===== config.mk =====
export PLATFORM = sky130hd
export DESIGN_NAME = instr_fetch_ctrl
export DESIGN_NICKNAME = d
export VERILOG_FILES = /design/src/rtl/instr_fetch_ctrl_pkg.sv /design/src/rtl/instr_fetch_ctrl_fetch_timer.sv /design/src/rtl/instr_fetch_ctrl.sv
export SDC_FILE = /design/constraint.sdc
export NUM_CORES = 1
export LEC_CHECK = 0
export ABC_CLOCK_PERIOD_IN_PS = 3580
export CAP_MARGIN = 10
export CORE_ASPECT_RATIO = 0.9
export CORE_UTILIZATION = 40
export CTS_CLUSTER_DIAMETER = 120
export CTS_CLUSTER_SIZE = 24
export DETAILED_ROUTE_END_ITERATION = 10
export PLACE_DENSITY = 0.81
export SLEW_MARGIN = 20
export SYNTH_ARGS = -nofsm -noshare
export SYNTH_HDL_FRONTEND = slang
export SYNTH_HIERARCHICAL = 1
export SYNTH_SLANG_ARGS = --single-unit

===== constraint.sdc =====
create_clock -name clock -period 3.58 [get_ports clock]
set_clock_uncertainty 0.2 [all_clocks]
set_input_delay 0.716 -clock clock [delete_from_list [all_inputs] [get_ports clock]]
set_output_delay 0.716 -clock clock [all_outputs]
set_load 0.02 [all_outputs]

===== src/rtl/instr_fetch_ctrl_pkg.sv =====
// rtl/instr_fetch_ctrl_pkg.sv - shared fetch state encodings and defaults
package instr_fetch_ctrl_pkg;

   // State encodings are shared with the decode stage, so keep the values fixed
   typedef enum logic [1:0] {
      ST_BOOT  = 2'd0,
      ST_FETCH = 2'd1,
      ST_HOLD  = 2'd2,
      ST_FAULT = 2'd3
   } fetch_state_t;

   localparam int DEFAULT_WIDTH   = 16;
   localparam int DEFAULT_TIMEOUT = 15;

   // Wide enough for any TIMEOUT in 1..255
   localparam int TIMER_BITS = 8;

endpackage


===== src/rtl/instr_fetch_ctrl_fetch_timer.sv =====
// rtl/instr_fetch_ctrl_fetch_timer.sv - bounded wait counter for ROM acknowledge
module fetch_timer
   import instr_fetch_ctrl_pkg::*;
#(
   parameter int TIMEOUT = DEFAULT_TIMEOUT
) (
   input  logic clock,
   input  logic reset,
   input  logic clear,
   input  logic enable,
   output logic expired
);

   localparam logic [TIMER_BITS-1:0] LAST = TIMER_BITS'(TIMEOUT - 1);

   logic [TIMER_BITS-1:0] count;

   // expired marks the last allowed waiting cycle, not the one after it
   assign expired = (count == LAST);

   // Count waiting cycles; saturate at the last value so it never wraps
   always_ff @(posedge clock or negedge reset) begin
      if (!reset) begin
         count <= '0;
      end else if (clear) begin
         count <= '0;
      end else if (enable && !expired) begin
         count <= count + 1'b1;
      end
   end

endmodule


===== src/rtl/instr_fetch_ctrl.sv =====
// rtl/instr_fetch_ctrl.sv - fetch sequencer between PC, instruction ROM and decode
module instr_fetch_ctrl
   import instr_fetch_ctrl_pkg::*;
#(
   parameter int WIDTH   = DEFAULT_WIDTH,
   parameter int TIMEOUT = DEFAULT_TIMEOUT
) (
   input  logic             clock,
   input  logic             reset,
   input  logic [WIDTH-1:0] pc_value,
   output logic             pc_reset,
   output logic             pc_inc,
   output logic             pc_load,
   output logic [WIDTH-1:0] pc_d,
   output logic             rom_req,
   output logic [WIDTH-1:0] rom_addr,
   input  logic             rom_ack,
   input  logic [WIDTH-1:0] rom_data,
   output logic             instr_valid,
   input  logic             instr_ready,
   output logic [WIDTH-1:0] instr,
   input  logic             jump_valid,
   input  logic [WIDTH-1:0] jump_target,
   output logic             fault,
   output logic [WIDTH-1:0] fetch_count
);

   fetch_state_t state;

   logic in_fetch;
   logic handshake;
   logic timer_clear;
   logic timer_enable;
   logic timer_expired;

   assign in_fetch  = (state == ST_FETCH);
   assign handshake = (state == ST_HOLD) && instr_ready;

   // PC controls are combinational so the PC moves on the same edge as the state change
   assign pc_inc  = in_fetch && rom_ack;
   assign pc_load = handshake && jump_valid;
   assign pc_d    = pc_load ? jump_target : '0;

   // rom_req is registered and high exactly while in FETCH
   assign rom_addr = rom_req ? pc_value : '0;

   // The timer only runs across consecutive un-acked FETCH cycles
   assign timer_clear  = !in_fetch || rom_ack;
   assign timer_enable = in_fetch && !rom_ack;

   fetch_timer #(
      .TIMEOUT (TIMEOUT)
   ) u_timer (
      .clock   (clock),
      .reset   (reset),
      .clear   (timer_clear),
      .enable  (timer_enable),
      .expired (timer_expired)
   );

   // Fetch FSM with registered Moore outputs, instruction register and delivery count
   always_ff @(posedge clock or negedge reset) begin
      if (!reset) begin
         state       <= ST_BOOT;
         pc_reset    <= 1'b0;
         rom_req     <= 1'b0;
         instr_valid <= 1'b0;
         fault       <= 1'b0;
         instr       <= '0;
         fetch_count <= '0;
      end else begin
         case (state)
            ST_BOOT: begin
               // First edge raises pc_reset, second edge leaves BOOT with the PC cleared
               if (!pc_reset) begin
                  pc_reset <= 1'b1;
               end else begin
                  pc_reset <= 1'b0;
                  rom_req  <= 1'b1;
                  state    <= ST_FETCH;
               end
            end
            ST_FETCH: begin
               if (rom_ack) begin
                  instr       <= rom_data;
                  rom_req     <= 1'b0;
                  instr_valid <= 1'b1;
                  state       <= ST_HOLD;
               end else if (timer_expired) begin
                  rom_req <= 1'b0;
                  fault   <= 1'b1;
                  state   <= ST_FAULT;
               end
            end
            ST_HOLD: begin
               if (instr_ready) begin
                  fetch_count <= fetch_count + 1'b1;
                  instr_valid <= 1'b0;
                  rom_req     <= 1'b1;
                  state       <= ST_FETCH;
               end
            end
            ST_FAULT: begin
               // Sticky until reset
               state <= ST_FAULT;
            end
            default: begin
               state <= ST_BOOT;
            end
         endcase
      end
   end

   // The PC must never be asked to increment and load at once
   a_inc_load_exclusive: assert property (@(posedge clock) disable iff (!reset)
      !(pc_inc && pc_load));

endmodule


== After elaboration in Yosys (flattened, before gate mapping) ==
Index checks and enable logic that the tools add are counted.
Operators by class
  eq/ne operators: 8
  bitwise logic cells: 1
  add/sub/neg operators: 2
  multiplexer cells: 18
  reduce and logical (&&, ||, !) cells: 19
Operator list (number)
  2-to-1 mux 16 bit: 2
  adder 16 x 1 -> 16 bit, second input constant: 1
  2-to-1 mux 8 bit: 2
  AND reduction 3 bit: 3
  adder 8 x 1 -> 8 bit, second input constant: 1
  == test 8 x 4 -> 1 bit, second input constant: 1
  2-to-1 mux 2 bit: 4
  case mux 2 bit (4 select lines): 1
  2-to-1 mux 1 bit: 7
  != test 2 bit, second input constant: 3
  logical AND 1 bit: 5
  == test 2 bit, second input constant: 2
  AND reduction 2 bit: 2
  AND reduction 4 bit: 1
  nonzero test 2 bit: 2
  logical NOT 1 bit: 3
  != test 3 x 2 -> 1 bit, second input constant: 1
  case mux 1 bit (3 select lines): 1
  nonzero test 3 bit: 1
  == test 2 x 1 -> 1 bit, second input constant: 1
  logical NOT 2 bit: 1
  case mux 1 bit (2 select lines): 1
  logical OR 1 bit: 1
  NOT 1 bit: 1
Storage, ports and cells
  logic and storage cells: 56
  input port bits: 53
  flip-flop bits (word level): 46
  output and inout bits: 70

== Longest topological paths before layout ==
Gate-level depths: netlist of run 1.
  word-level depth: 5
  gate-level depth with buffers: 7
  gate-level depth less buffers: 7

== Cells and area by module ==
The synthesis of run 1 kept the hierarchy.
Modules (own cells, without submodules)
  instr_fetch_ctrl: area an instance 1859.3 µm², times used 1, cells an instance 159, sequential area each 950.9 µm²
  fetch_timer: area an instance 484.2 µm², times used 1, cells an instance 51, sequential area each 200.2 µm²

== Least setup slack after synthesis of run 1 ==
OpenSTA, ideal clock, no wires.
  path kind: input to output
  start point: input instr_ready
  end point: output pc_d[10]
  required time: 2664 ps
  buffers on the path: 2
  path slack: 1069 ps
  cell stages on the path: 6
  arrival time: 1595 ps
  cell sequence: inv_1 -> nor2_1 -> and3_1 -> buf_4 -> buf_6 -> and2_1
Between the ends
  cells in the longest elaborated chain, start to end: 3
RTL lines
  start, declared: RTL line instr_fetch_ctrl.sv:20  | input logic instr_ready,
  logical AND 1 bit: RTL line instr_fetch_ctrl.sv:37  | assign handshake = (state == ST_HOLD) && instr_ready;
  logical AND 1 bit: RTL line instr_fetch_ctrl.sv:41  | assign pc_load = handshake && jump_valid;
  named net pc_load: RTL line instr_fetch_ctrl.sv:13  | output logic pc_load,
  2-to-1 mux 16 bit: RTL line instr_fetch_ctrl.sv:42  | assign pc_d = pc_load ? jump_target : '0;
  end, declared: RTL line instr_fetch_ctrl.sv:14  | output logic [WIDTH-1:0] pc_d,
The timed path passes the listed nets, and every way through them passes these cells.

== Worst setup path in the final report of run 1 ==
  start point: input instr_ready
  end point: output pc_d[2]
Between the ends
  cells in the longest elaborated chain, start to end: 3
RTL lines (RTL line)
  logical AND 1 bit: instr_fetch_ctrl.sv:37
  logical AND 1 bit: instr_fetch_ctrl.sv:41
  2-to-1 mux 16 bit: instr_fetch_ctrl.sv:42
No other way between the ends.

==> results.py, run 1 <==
metrics = {
    "run_status": {
        "status": "finished clean",
    },
    "grt": {
        "grt_overflow_total": 0,
        "grt_use_total": 0.182,
        "grt_start_max_net_pins": 47,
        "antenna_found_initial": 0,
        "grt_pass1_vias": 1807,
        "grt_pass1_wl_mm": 8.53,
    },
    "power_and_ir_drop": {
        "finalPower_mw": 2.31,
        "pwr-share-clk": 0.164,
        "ir_worst_vdd_mv": 0.555,
        "p_leak_nw": 1.61,
        "power.switching_mw": 0.841,
        "switching_share": 0.365,
        "p_per_area_mw_per_mm2": 618,
        "pwr-share-seq": 0.357,
        "p_comb_frac": 0.479,
        "cell_internal_pwr_mw": 1.47,
    },
    "floorplanning": {
        "pin_count": 123,
        "die_w_um": 82.7,
        "placementRows": 26,
        "die_h_um": 74.6,
        "dieArea_mm2": 0.00617,
        "start_util": 0.414,
        "core-area_mm2": 0.00566,
    },
    "finish": {
        "area_growth_pct": 59.3,
        "layout-drive-gt1-share": 0.122,
        "diodes": 0,
        "fin_area_mm2": 0.00373,
        "finalNetCount": 391,
    },
    "clock_tree": {
        "clock_sinks": 46,
        "cts_buffer_depth": 2,
        "cts_tree": "done",
        "worst_skew_pair.late_latency_ps": 290,
        "postCtsSetupBuffers": 0,
        "hold_buffers": 0,
        "h-tree-depth": 2,
        "numCtsBuffers": 5,
        "clk_pin_slew_ps": 80,
        "cts_root_buf": "clkbuf_8",
    },
    "worst_hold_path": {
        "hold_class": "input pin to asynchronous set/reset pin",
    },
    "routing": {
        "drt_iter0_markers": 51,
        "wirelength_mm": 5.64,
        "drtAntennaViolNets": 0,
        "routed_via_density": 4.88,
        "vias": 1981,
        "first_pass_iters": 4,
        "wire_per_inst_um": 13.9,
        "drc": 0,
    },
    "sta": {
        "whs_ps": 209,
        "drv_slew": 0,
        "fmax_ghz": 0.291,
        "worstMarginPinSlew_ps": 575,
        "rsz0062_at_grt": "no",
        "hold_violations": 0,
        "setup_viol_count_final": 0,
        "finalCritPeriodShare": 0.959,
        "final.min_clock_period_ps": 3430,
        "maxSlewHeadroom": 0.617,
        "layout_setup_ws_ps": 146,
    },
    "synthesis": {
        "syn_area_per_cell_um2": 11.2,
        "syn_nets": 266,
        "synth_area_mm2": 0.00234,
        "synth_edf_count": 0,
        "yosysWarningCount": 6,
        "syn_inst": 210,
        "ys_seq_area_frac": 0.491,
        "synth_flop_cell": "dfrtp_1",
        "synth-seq-cells": 46,
        "ys_async_sr_fraction": 1.00,
        "synth_cell_type_count": 39,
    },
    "worst_setup_path": {
        "critPathArrivalTime_ps": 2520,
        "crit_type": "input pin to output port",
        "cp-start-kind": "input pin",
        "worstPathMaxFanout": 17,
        "endpoint_kind": "output port",
        "crit_required_ps": 2660,
    },
    "placed_design": {
        "post_dp_cell_area_mm2": 0.00362,
        "hpwl_mm": 4.26,
        "gp_congestion": 0.797,
        "port_buffers": 122,
        "dp_worst_setup_slack_ps": -25.9,
    },
    "run": {
        "maxCapViolCount": 0,
    },
}
metrics by stage:
step / setup TNS [ps] / utilization / std cells
after global routing: 0 / 0.660 / 406
final: 0 / 0.660 / 406
after floorplan: 0 / - / 210
after CTS: 0 / 0.658 / 406
after detailed placement: -49.1 / 0.639 / 398
after global placement: 0 / 0.639 / 398
final cells by class:
class	count	area [um2]
Fill cell	453	1930
Sequential cell	46	1150
Multi-Input combinational cell	148	1110
Inverter	9	33.8
Clock buffer	5	68.8
Tap cell	70	87.6
Clock inverter	3	40.0
Timing Repair Buffer	125	1240
cells in the final DEF (no fill, tap or decap), types with 2 or more instances in the layout:
cell / instances
clkinv_2: 2
ha_1: 3
clkdlybuf4s50_1: 121
dfrtp_1: 46
inv_1: 9
clkbuf_8: 5
mux2_1: 2
nand3_1: 9
xnor2_1: 11
or3_1: 2
a21oi_1: 10
mux2_2: 19
o21ai_0: 8
and2_1: 32
nand4_1: 3
nand2_1: 11
nor2b_1: 3
nor2_1: 11
nor4_4: 2
buf_4: 4
xor2_1: 5
flip-flops by register name (all words and copies together) (netlist names):
| name | count |
|---|---|
| instr | 16 |
| u_timer/count | 8 |
| fault | 1 |
| instr_valid | 1 |
| pc_reset | 1 |
| rom_req | 1 |
| state | 2 |
| fetch_count | 16 |
cells by family (layout without fill, tap and decap cells):
kind of cell,after synthesis,after routing,synth area share
xor+xnor,16,16,0.0598
compound gates,22,22,0.0518
buf+inv,16,142,0.0368
simple gates,86,86,0.243
flops,46,46,0.491
mux,21,21,0.101
fa+ha+maj,3,3,0.0160
layer usage:
layer,track usage,wire [um],up-vias,part of all wire
met2,0.304,2770,80,0.49
met1,0.233,2300,937,0.41
li1,-,-,959,-
met5,0,0,-,0
met4,0.0345,29,0,0.0051
met3,0.0582,542,5,0.096
critical path, stage by stage:
cell and delay, ps:
clkdlybuf4s50_1 560, inv_1 80, nor2_1 130, and3_4 280, and2_1 150, clkdlybuf4s50_1 610
cells in the mapped netlist (2+ instances only):
| cell type | n | share of area |
|---|---|---|
| dfrtp_1 | 46 | 0.49 |
| and2_1 | 32 | 0.085 |
| mux2_2 | 19 | 0.091 |
| nand2_1 | 11 | 0.018 |
| nor2_1 | 11 | 0.018 |
| xnor2_1 | 11 | 0.041 |
| a21oi_1 | 10 | 0.021 |
| inv_1 | 9 | 0.014 |
| nand3_1 | 9 | 0.019 |
| o21ai_0 | 8 | 0.017 |
| xor2_1 | 5 | 0.019 |
| ha_1 | 3 | 0.016 |
| nand4_1 | 3 | 0.0080 |
| nor2b_1 | 3 | 0.0080 |
| buf_4 | 2 | 0.0064 |
| clkbuf_1 | 2 | 0.0032 |
| mux2_1 | 2 | 0.0096 |
| nor4_4 | 2 | 0.018 |
| or3_1 | 2 | 0.0053 |
power groups by stage:
| stage | registers (mW) | clock network [mW] | logic, mW |
|---|---|---|---|
| after floorplan | 0.943 | 0 | 0.466 |
| after global placement | 0.825 | 0 | 1.09 |
| after detailed placement | 0.834 | 0 | 1.11 |
| after CTS | 0.824 | 0.388 | 1.12 |
| after global routing | 0.853 | 0.406 | 1.18 |
| final | 0.823 | 0.379 | 1.11 |
worst paths after layout:
path	slack, ps	end	depth (start not counted)	startpoint
max	150	pc_d[2]	6	instr_ready
min	210	fetch_count[7]$_DFFE_PN0P_	1	reset
max reg2reg	1680	u_timer/count[7]$_DFFE_PN0P_	5	state[0]$_DFFE_PN0P_
min reg2reg	270	fault$_DFFE_PN0P_	1	fault$_DFFE_PN0P_
max in group asynchronous	2580	state[1]$_DFFE_PN0P_	1	reset
min in group clock	270	fault$_DFFE_PN0P_	1	fault$_DFFE_PN0P_
repair_timing:
item	CTS	global route
pin swaps	0	0
setup endpoints to repair	6	11
cloned	0	0
resized for setup	1	1
Note: power is estimated with default switching activity, not from simulation.
==> run 2: changes to the inputs <==
Settings changed: CORE_UTILIZATION 40 to 43, CTS_CLUSTER_DIAMETER 120 to 150, PLACE_DENSITY 0.81 to 0.86, SLEW_MARGIN 20 to unset.
==> run 2 against run 1 <==
Against the previous run: die area down 6.8%; via count down 1.6%; critical path type unchanged; worst hold slack better by 57 ps; total power up 0.43%; first-iteration DRC count up 120%; critical path depth unchanged; fmax about the same; highest routed layer unchanged.
==> results.py, run 2 (synthesized netlist as in run 1, its figures left out) <==
metrics = {
    "sta": {
        "rsz0062_at_grt": "no",
        "drv_slew": 0,
        "worstMarginPinSlew_ps": 984,
        "maxSlewHeadroom": 0.344,
        "final.min_clock_period_ps": 3440,
        "finalCritPeriodShare": 0.960,
        "fmax_ghz": 0.291,
        "setup_viol_count_final": 0,
        "hold_violations": 0,
    },
    "grt": {
        "grt_overflow_total": 0,
        "grt_use_total": 0.198,
        "grt_start_max_net_pins": 47,
        "grt_pass1_wl_mm": 8.91,
        "antenna_found_initial": 0,
        "grt_pass1_vias": 1909,
    },
    "routing": {
        "drtAntennaViolNets": 0,
        "wl_met1_mm": 2.19,
        "first_pass_iters": 4,
        "routed_via_density": 4.85,
        "top_layer": "met4",
        "wire_per_inst_um": 13.7,
        "vias": 1949,
        "wl_met3_um": 362,
        "drc": 0,
        "wirelength_mm": 5.52,
        "routed-wl-met2_mm": 2.95,
        "drt_iter0_markers": 112,
    },
    "run": {
        "maxCapViolCount": 0,
    },
    "clock_tree": {
        "cts_buffer_depth": 2,
        "hold_buffers": 0,
        "postCtsSetupBuffers": 0,
        "cts_tree": "done",
        "clk_pin_slew_ps": 80,
        "worst_skew_pair.late_latency_ps": 290,
        "numCtsBuffers": 5,
        "cts_root_buf": "clkbuf_8",
        "clock_sinks": 46,
        "h-tree-depth": 2,
    },
    "finish": {
        "layout_commonest_cell": "clkdlybuf4s50_1",
        "fin_area_mm2": 0.00373,
        "final_core_util": 0.710,
        "area_growth_pct": 59.2,
        "layout-drive-gt1-share": 0.119,
        "diodes": 0,
        "reg.largest.list": "fetch_count: 16 flops, instr: 16 flops, u_timer/count: 8 flops",
        "mostFrequentLayoutCells": "121 x clkdlybuf4s50_1, 46 x dfrtp_1, 32 x and2_1",
        "finalNetCount": 391,
    },
    "worst_setup_path": {
        "worstPathMaxFanout": 17,
        "critPathTopFamily": "buffers and inverters",
        "cp-start-kind": "input pin",
        "crit_type": "input pin to output port",
        "cpPeakStageDelay_ps": 610,
        "crit_required_ps": 2660,
        "critPathBufInv": 3,
        "rrSetupSlack_ps": 1600,
        "endpoint_kind": "output port",
        "path_common_cell": "clkdlybuf4s50_1",
        "critPathSlowestCell": "clkdlybuf4s50_1",
        "worstPathCellList": "clkdlybuf4s50_1 > inv_1 > nor2_1 > and3_4 > and2_1 > clkdlybuf4s50_1",
        "critPathArrivalTime_ps": 2520,
    },
    "placed_design": {
        "port_buffers": 122,
        "hpwl_mm": 4.22,
        "gp_congestion": 0.830,
        "post_dp_cell_area_mm2": 0.00361,
    },
    "floorplanning": {
        "die_w_um": 79.8,
        "die_h_um": 72.0,
        "start_util": 0.446,
        "core-area_mm2": 0.00526,
        "placementRows": 25,
        "pin_count": 123,
        "dieArea_mm2": 0.00575,
    },
    "power_and_ir_drop": {
        "p_per_area_mw_per_mm2": 621,
        "p_leak_nw": 1.61,
        "ir_worst_vdd_mv": 0.456,
    },
    "worst_hold_path": {
        "hold_class": "flop to flop",
    },
    "run_status": {
        "status": "finished clean",
    },
}
-- run 2: cell count changes in the layout (fill, tap and decap cells not counted) --
cell      before  now
clkinv_2       2    0
buf_2          0    1
buf_4          4    3
clkbuf_8       5    6
-- run 2: stage by stage --
step | power (mW) | TNS, ps | instances | hold slack [ps] | setup WS [ps]
6_report | 2.32 | 0 | 402 | 266 | 143
5_1_grt | 2.44 | 0 | 402 | 283 | 33.1
4_1_cts | 2.33 | 0 | 402 | 273 | 77.6
3_5_place_dp | 1.94 | -45.2 | 395 | 251 | -33.2
3_3_place_gp | 1.91 | 0 | 395 | 242 | 52.1
2_1_floorplan | 1.41 | 0 | 210 | 220 | 1070
-- run 2: layout make-up --
type | count | area (um2)
clock buffer | 6 | 82.6
clock inverter | 1 | 30.0
fill | 372 | 1520
inverter | 9 | 33.8
multi-input combinational | 148 | 1110
sequential | 46 | 1150
tap | 67 | 83.8
timing repair buffer | 125 | 1240
-- run 2: worst reg2reg max path, cell delays in order, from the launching register on --
cell and delay [ps]:
dfrtp_1 540, nor3b_1 290, buf_4 180, nand2_1 100
or4_1 420, a21oi_1 170
-- run 2: timing repair --
| action | CTS | global route |
|---|---|---|
| gates resized for setup | 1 | 1 |
| endpoints found under the setup margin | 7 | 6 |
| hold endpoints to repair | 0 | 0 |
-- run 2: report_power, final --
group	switching, mW	internal, mW	total, mW
Sequential	0.159	0.667	0.826
Clock	0.162	0.223	0.386
Combinational	0.512	0.593	1.11
-- run 2: path summary, 6_finish.rpt --
check	end	startpoint	depth (start not counted)
max	pc_d[14]	instr_ready	6
min reg2reg	fault$_DFFE_PN0P_	fault$_DFFE_PN0P_	1
max in group asynchronous	instr[0]$_DFFE_PN0P_	reset	1
min in group asynchronous	fetch_count[5]$_DFFE_PN0P_	reset	1
min	fault$_DFFE_PN0P_	fault$_DFFE_PN0P_	1
max reg2reg	u_timer/count[4]$_DFFE_PN0P_	state[1]$_DFFE_PN0P_	5
-- run 2: per-layer routing --
layer / vias up / global-route usage
met3: 2 / 0.0528
met1: 933 / 0.230
li1: 952 / -
met2: 62 / 0.368
met5: - / 0
met4: 0 / 0.0357
